**config.mk**
```make
export PLATFORM = sky130hd
export DESIGN_NAME = seq_alu
export DESIGN_NICKNAME = d
export VERILOG_FILES = /design/src/rtl/seq_alu_pkg.sv /design/src/rtl/seq_alu_muldiv_iter.sv /design/src/rtl/seq_alu.sv
export SDC_FILE = /design/constraint.sdc
export NUM_CORES = 1
export LEC_CHECK = 0
export BUFFER_PORTS_ARGS = -buffer_cell sky130_fd_sc_hd__buf_2
export CAP_MARGIN = 20
export CORE_MARGIN = 5
export CORE_UTILIZATION = 30
export DETAILED_ROUTE_END_ITERATION = 12
export PLACE_DENSITY_LB_ADDON = 0.3
export SLEW_MARGIN = 10
export SYNTH_ARGS = -nofsm -noshare
export SYNTH_HDL_FRONTEND = slang
export SYNTH_SLANG_ARGS = --single-unit
```
**constraint.sdc**
```tcl
create_clock -name clk -period 5.1 [get_ports clk]
set_clock_uncertainty 0.05 [all_clocks]
set_input_delay 1.02 -clock clk [delete_from_list [all_inputs] [get_ports clk]]
set_output_delay 1.02 -clock clk [all_outputs]
set_load 0.005 [all_outputs]
```
**src/rtl/seq_alu_pkg.sv**
```systemverilog
// Shared types and constants for the sequential ALU: opcode and FSM state
// encodings plus the most-negative-value helper used for the DIV overflow case.
package seq_alu_pkg;

    typedef enum logic [2:0] {
        OP_ADD  = 3'd0,
        OP_SUB  = 3'd1,
        OP_AND  = 3'd2,
        OP_OR   = 3'd3,
        OP_MUL  = 3'd4,
        OP_DIV  = 3'd5,
        OP_ADDR = 3'd6,
        OP_RSVD = 3'd7
    } op_t;

    typedef enum logic [1:0] {
        IDLE = 2'd0,
        ITER = 2'd1,
        FIX  = 2'd2,
        DONE = 2'd3
    } state_t;

    localparam int DEF_WIDTH = 16;

    // Two's-complement most-negative value for a w-bit word, right-aligned in 64 bits.
    function automatic logic [63:0] min_neg(input int unsigned w);
        return 64'd1 << (w - 32'd1);
    endfunction

endpackage

```
**src/rtl/seq_alu_muldiv_iter.sv**
```systemverilog
// Unsigned iterative engine shared by MUL (shift-add) and DIV (restoring),
// one result bit per step; hi/lo end as product or remainder/quotient.
module seq_alu_muldiv_iter #(
    parameter int WIDTH = 16,
    parameter int CNT_W = $clog2(WIDTH) + 1
) (
    input  logic             clk,
    input  logic             rst_n,
    input  logic             load_i,
    input  logic             step_i,
    input  logic             mode_i,
    input  logic [WIDTH-1:0] mag_a_i,
    input  logic [WIDTH-1:0] mag_b_i,
    output logic             last_iter_o,
    output logic [WIDTH-1:0] hi_o,
    output logic [WIDTH-1:0] lo_o
);

    logic [WIDTH-1:0] hi_q, hi_d, lo_q, lo_d, opb_q;
    logic             div_q;
    logic [CNT_W-1:0] cnt_q, cnt_d;
    logic [WIDTH:0]   add_s, shl_s, sub_s;

    assign add_s = {1'b0, hi_q} + {1'b0, opb_q};
    assign shl_s = {hi_q, lo_q[WIDTH-1]};
    assign sub_s = shl_s - {1'b0, opb_q};

    assign last_iter_o = step_i && (cnt_q == CNT_W'(WIDTH - 1));
    assign hi_o        = hi_q;
    assign lo_o        = lo_q;

    // Next-state for the accumulator/shift pair and step counter.
    always_comb begin
        hi_d  = hi_q;
        lo_d  = lo_q;
        cnt_d = cnt_q;
        if (load_i) begin
            hi_d  = {WIDTH{1'b0}};
            lo_d  = mag_a_i;
            cnt_d = {CNT_W{1'b0}};
        end else if (step_i) begin
            cnt_d = cnt_q + CNT_W'(1);
            if (div_q) begin
                // sub_s[WIDTH] is the borrow: set means the trial subtract failed
                if (!sub_s[WIDTH]) begin
                    hi_d = sub_s[WIDTH-1:0];
                    lo_d = {lo_q[WIDTH-2:0], 1'b1};
                end else begin
                    hi_d = shl_s[WIDTH-1:0];
                    lo_d = {lo_q[WIDTH-2:0], 1'b0};
                end
            end else begin
                if (lo_q[0]) begin
                    {hi_d, lo_d} = {add_s, lo_q[WIDTH-1:1]};
                end else begin
                    {hi_d, lo_d} = {1'b0, hi_q, lo_q[WIDTH-1:1]};
                end
            end
        end else begin
            cnt_d = cnt_q;
        end
    end

    // Engine state registers; divisor/multiplicand and mode are captured on load.
    always_ff @(posedge clk or negedge rst_n) begin
        if (!rst_n) begin
            hi_q  <= {WIDTH{1'b0}};
            lo_q  <= {WIDTH{1'b0}};
            opb_q <= {WIDTH{1'b0}};
            div_q <= 1'b0;
            cnt_q <= {CNT_W{1'b0}};
        end else begin
            hi_q  <= hi_d;
            lo_q  <= lo_d;
            cnt_q <= cnt_d;
            if (load_i) begin
                opb_q <= mag_b_i;
                div_q <= mode_i;
            end
        end
    end

endmodule

```
**src/rtl/seq_alu.sv**
```systemverilog
// Multi-cycle signed ALU with start/busy/done handshake: single-cycle
// arithmetic/logic ops plus iterative MUL/DIV with overflow and div-by-zero flags.
module seq_alu
    import seq_alu_pkg::*;
#(
    parameter int WIDTH = DEF_WIDTH,
    parameter int CNT_W = $clog2(WIDTH) + 1
) (
    input  logic             clk,
    input  logic             rst_n,
    input  logic             start,
    input  logic [2:0]       op,
    input  logic             imm_sel,
    input  logic [WIDTH-1:0] a,
    input  logic [WIDTH-1:0] b,
    input  logic [WIDTH-1:0] imm,
    output logic             busy,
    output logic             done,
    output logic [WIDTH-1:0] result_lo,
    output logic [WIDTH-1:0] result_hi,
    output logic             ov_excep,
    output logic             div0_excep
);

    localparam logic [WIDTH-1:0] MIN_NEG  = WIDTH'(min_neg(WIDTH));
    localparam logic [WIDTH-1:0] ZERO     = {WIDTH{1'b0}};
    localparam logic [WIDTH-1:0] ALL_ONES = {WIDTH{1'b1}};

    state_t             state_q, state_d;
    logic               busy_q, done_q, ov_q, dz_q;
    logic [WIDTH-1:0]   lo_q, hi_q;
    logic               div_q, neg_q, rem_neg_q;

    op_t                op_s;
    logic [WIDTH-1:0]   b_eff_s, sum_s, diff_s, mag_a_s, mag_b_s;
    logic               accept_s, div0_s, divov_s, iterative_s;
    logic [WIDTH-1:0]   sc_lo_s, sc_hi_s;
    logic               sc_ov_s, sc_dz_s;
    logic               last_iter_s;
    logic [WIDTH-1:0]   it_hi_s, it_lo_s, fix_lo_s, fix_hi_s;
    logic [2*WIDTH-1:0] prod_s;

    assign op_s        = op_t'(op);
    assign b_eff_s     = imm_sel ? imm : b;
    assign accept_s    = start && !busy_q;
    assign sum_s       = a + b_eff_s;
    assign diff_s      = a - b_eff_s;
    assign mag_a_s     = a[WIDTH-1] ? -a : a;
    assign mag_b_s     = b_eff_s[WIDTH-1] ? -b_eff_s : b_eff_s;
    assign div0_s      = (b_eff_s == ZERO);
    assign divov_s     = (a == MIN_NEG) && (b_eff_s == ALL_ONES);
    assign iterative_s = (op_s == OP_MUL) || ((op_s == OP_DIV) && !div0_s && !divov_s);

    seq_alu_muldiv_iter #(
        .WIDTH (WIDTH),
        .CNT_W (CNT_W)
    ) u_iter (
        .clk         (clk),
        .rst_n       (rst_n),
        .load_i      (accept_s && iterative_s),
        .step_i      (state_q == ITER),
        .mode_i      (op_s == OP_DIV),
        .mag_a_i     (mag_a_s),
        .mag_b_i     (mag_b_s),
        .last_iter_o (last_iter_s),
        .hi_o        (it_hi_s),
        .lo_o        (it_lo_s)
    );

    // Results of ops that complete in one cycle, including the DIV special cases.
    always_comb begin
        sc_lo_s = ZERO;
        sc_hi_s = ZERO;
        sc_ov_s = 1'b0;
        sc_dz_s = 1'b0;
        case (op_s)
            OP_ADD: begin
                sc_lo_s = sum_s;
                sc_ov_s = (a[WIDTH-1] == b_eff_s[WIDTH-1]) && (sum_s[WIDTH-1] != a[WIDTH-1]);
            end
            OP_SUB: begin
                sc_lo_s = diff_s;
                sc_ov_s = (a[WIDTH-1] != b_eff_s[WIDTH-1]) && (diff_s[WIDTH-1] != a[WIDTH-1]);
            end
            OP_AND:  sc_lo_s = a & b_eff_s;
            OP_OR:   sc_lo_s = a | b_eff_s;
            OP_ADDR: sc_lo_s = sum_s;
            OP_DIV: begin
                if (div0_s) begin
                    sc_dz_s = 1'b1;
                    sc_hi_s = a;
                end else if (divov_s) begin
                    sc_ov_s = 1'b1;
                    sc_lo_s = a;
                end else begin
                    sc_lo_s = ZERO;
                end
            end
            default: sc_lo_s = ZERO;
        endcase
    end

    assign prod_s = neg_q ? -{it_hi_s, it_lo_s} : {it_hi_s, it_lo_s};

    // Sign correction applied to the unsigned engine output in FIX.
    always_comb begin
        if (div_q) begin
            fix_lo_s = neg_q ? -it_lo_s : it_lo_s;
            fix_hi_s = rem_neg_q ? -it_hi_s : it_hi_s;
        end else begin
            fix_lo_s = prod_s[WIDTH-1:0];
            fix_hi_s = prod_s[2*WIDTH-1:WIDTH];
        end
    end

    // Next-state logic; DONE accepts a new start exactly like IDLE.
    always_comb begin
        state_d = state_q;
        case (state_q)
            IDLE, DONE: begin
                if (accept_s) begin
                    state_d = iterative_s ? ITER : DONE;
                end else begin
                    state_d = IDLE;
                end
            end
            ITER: begin
                if (last_iter_s) begin
                    state_d = FIX;
                end else begin
                    state_d = ITER;
                end
            end
            FIX:     state_d = DONE;
            default: state_d = IDLE;
        endcase
    end

    // State register with busy/done registered from the next state.
    always_ff @(posedge clk or negedge rst_n) begin
        if (!rst_n) begin
            state_q <= IDLE;
            busy_q  <= 1'b0;
            done_q  <= 1'b0;
        end else begin
            state_q <= state_d;
            busy_q  <= (state_d == ITER) || (state_d == FIX);
            done_q  <= (state_d == DONE);
        end
    end

    // Result, flag and sign capture; everything else holds its value.
    always_ff @(posedge clk or negedge rst_n) begin
        if (!rst_n) begin
            lo_q      <= ZERO;
            hi_q      <= ZERO;
            ov_q      <= 1'b0;
            dz_q      <= 1'b0;
            div_q     <= 1'b0;
            neg_q     <= 1'b0;
            rem_neg_q <= 1'b0;
        end else if (accept_s) begin
            div_q     <= (op_s == OP_DIV);
            neg_q     <= a[WIDTH-1] ^ b_eff_s[WIDTH-1];
            rem_neg_q <= a[WIDTH-1];
            if (iterative_s) begin
                ov_q <= 1'b0;
                dz_q <= 1'b0;
            end else begin
                lo_q <= sc_lo_s;
                hi_q <= sc_hi_s;
                ov_q <= sc_ov_s;
                dz_q <= sc_dz_s;
            end
        end else if (state_q == FIX) begin
            lo_q <= fix_lo_s;
            hi_q <= fix_hi_s;
        end else begin
            lo_q <= lo_q;
        end
    end

    assign busy       = busy_q;
    assign done       = done_q;
    assign result_lo  = lo_q;
    assign result_hi  = hi_q;
    assign ov_excep   = ov_q;
    assign div0_excep = dz_q;

endmodule

```
==> flow_summary.ini <==
[detailed_routing]
postRouteAntennaNets = 0
wl_um = 39300
dr.first_iter.drc_count = 996
via_per_inst = 5.71
drc = 0
vias = 10700
routedWlPerCell_um = 21.1
first_pass_iters = 6

[run]
drv_cap = 0

[cts]
ctsResizeCount = 0
path_clk_slew_ps = 80
cts_tree = done
h-tree-depth = 3
clock-sinks = 95
postCtsSetupBuffers = 0
cts_buffers = 9
cts_buffer_depth = 2
cts_root_buf = clkbuf_16
cts_hold_buf = 0
insertion_delay_ps = 360

[critical_path]
worst_ep_arrival_time_ps = 4320
crit_type = in -> reg
startpoint_type = input port
worst-path-max-fanout = 22
crit_required_ps = 5290
cp-end-kind = flop

[synthesis]
synth.yosys.warnings = 0
yosysUniqueCellTypes = 88
synth_ff_type = dfrtp_1
async_flop_share_pct = 100
synth-seq-area-share_pct = 22.6
syn_area_um2 = 10500
syn_inst = 1353
synth_edf_count = 0
synth-seq-cells = 95
syn_nets = 1508
syn_avg_cell_area_um2 = 7.78

[timing]
fmax_mhz = 242
slew_headroom_pct = 30.2
fin_crit_sh_pct = 81.1
rsz0062_at_grt = no
maxSlewViolCount = 0
hold_viol = 0
setup_tns_ps = 0
period_minus_slack_ps = 4140
setup_viol = 0
tightest_slew_ps = 1040

[grt]
grt_pass1_vias = 10200
grt_usage_pct = 19.7
grt-ovfl-total = 0
grt_first_pass_wirelength_um = 60800
grt_max_degree = 62
antenna_found_initial = 1

[power_and_ir_drop]
peakVddDrop_mv = 0.250
p_leak_nw = 5.07
power_density_nw_per_um2 = 612

[placement]
dpl-instance-area_um2 = 11400
port_buffers = 90
gp_congestion = 0.930
dp_hpwl_um = 30300

[final_layout]
final_area_um2 = 11700
fin_nets = 1559
drive_gt1_share_pct = 12.3
antennaDiodeCount = 0
area_growth_pct = 11.5

[die]
io_pins = 91
die_area_um2 = 38900
dieWidth_um = 197
num_rows = 68
initial_core_util_pct = 30.4
core_area_um2 = 34600
fp.dieH_um = 197

[worst_hold_path]
hold_path_class = reg -> reg

[status]
outcome = finished clean
-- metal layers --
metal  vias to the layer above  part of all wire [%]  track usage [%]
met5                         -                 0.033                0
met1                      5158                    46             28.5
met2                       376                    44             30.3
li1                       5054                     -                -
met3                        61                   6.1             2.76
met4                         2                   3.0             6.34
-- metrics by stage --
stage	power (mW)	hold WS, ps	worst slack (ps)	util (%)	std cells
2_1_floorplan	4.97	423	911	-	1353
3_3_place_gp	6.32	416	681	33.0	1847
3_5_place_dp	6.38	428	613	33.0	1847
4_1_cts	7.14	447	1010	33.9	1863
5_1_grt	7.79	470	769	33.9	1864
6_report	7.19	437	963	33.9	1864
-- synth_stat cells (11+ instances only) --
master	number	area [um^2]
nor4_1	11	68.8
mux2i_1	35	350
o211ai_1	37	278
a211oi_1	28	210
o21a_1	12	90.1
a21oi_1	80	400
a22oi_1	13	97.6
a31oi_1	18	113
nor2b_1	15	93.8
inv_1	89	334
nand2_1	121	454
dfrtp_1	95	2380
xnor2_1	58	508
ha_1	96	1200
o31ai_1	15	113
nor3_1	35	175
a21o_1	12	90.1
nand3_1	34	170
xor2_1	27	236
or3_1	19	119
o21ai_0	130	651
nand2b_1	15	93.8
a221oi_1	11	96.3
nor2_1	100	375
clkbuf_1	61	229
-- layout make-up --
type	count	area, um^2
clock inverters	7	87.6
flip-flops and latches	95	2380
multi-input cells	1090	7490
clock buffers	9	225
inverters	91	342
fillers	3642	22900
well taps	455	569
repair buffers	117	653
-- flip-flops by register name, indices dropped and copies added (netlist names) --
name	flops
div_q	1
u_iter.hi_o	16
rem_neg_q	1
state_q	2
neg_q	1
div0_excep	1
busy	1
result_hi	16
u_iter.opb_q	16
result_lo	16
ov_excep	1
u_iter.lo_o	16
u_iter.cnt_q	5
done	1
u_iter.div_q	1
-- where the power goes --
part,internal (mW),total [mW],switching [mW]
clock,0.393,0.733,0.340
sequential,1.12,1.68,0.558
combinational,1.92,4.77,2.85
-- cell families after synthesis --
logic type / after synthesis / share of synthesized area [%]
xor+xnor: 85 / 7.07
buf+inv: 168 / 6.42
compound gates: 453 / 28.3
flops: 95 / 22.6
mux: 40 / 3.91
simple gates: 412 / 19.5
fa+ha+maj: 100 / 12.2
-- layout by cell type, fill, tap and decap left out, types with 7 or more instances in the layout --
master     count
o41ai_1        7
or2_2          8
a21o_1        12
nor2b_1       15
nand2b_1      15
buf_4         27
a21oi_1       80
o211ai_1      37
or3_1         19
inv_1         89
o22ai_1       10
o21bai_1       8
xor2_1        27
o31ai_1       15
buf_2         89
a221oi_1      11
o21a_1        12
a211oi_1      28
or4_1         10
o2111ai_1      7
nor3_1        35
and3_1        10
a31oi_1       18
dfrtp_1       95
nand2_1      121
a22oi_1       13
nor4_1        11
xnor2_1       58
o21ai_0      130
mux2i_1       35
nand3_1       34
ha_1          95
clkbuf_16      9
nor2_1       100
a211o_1        7
-- final timing paths --
| path | startpoint | to | slack (ps) | cells past startpoint |
|---|---|---|---|---|
| setup / recovery | imm_sel | result_lo[15]$_DFFE_PN0P_ | 960 | 12 |
| hold / removal | result_lo[3]$_DFFE_PN0P_ | result_lo[3]$_DFFE_PN0P_ | 440 | 2 |
| setup reg to reg | u_iter.lo_o[15]$_DFFE_PN0P_ | u_iter.hi_o[12]$_DFFE_PN0P_ | 1170 | 12 |
| hold reg to reg | result_lo[3]$_DFFE_PN0P_ | result_lo[3]$_DFFE_PN0P_ | 440 | 2 |
| max in group asynchronous | rst_n | u_iter.lo_o[12]$_DFFE_PN0P_ | 3310 | 2 |
| min in group asynchronous | rst_n | u_iter.hi_o[13]$_DFFE_PN0P_ | 680 | 1 |
-- critical path: stages --
cell	delay (ps)
buf_2	380
buf_4	300
mux2i_1	630
inv_1	310
ha_1	290
a21o_1	210
a21o_1	180
a21oi_1	160
o31a_1	270
xnor2_1	90
a221oi_1	330
o211ai_1	140
(Power assumes the default switching activity.)
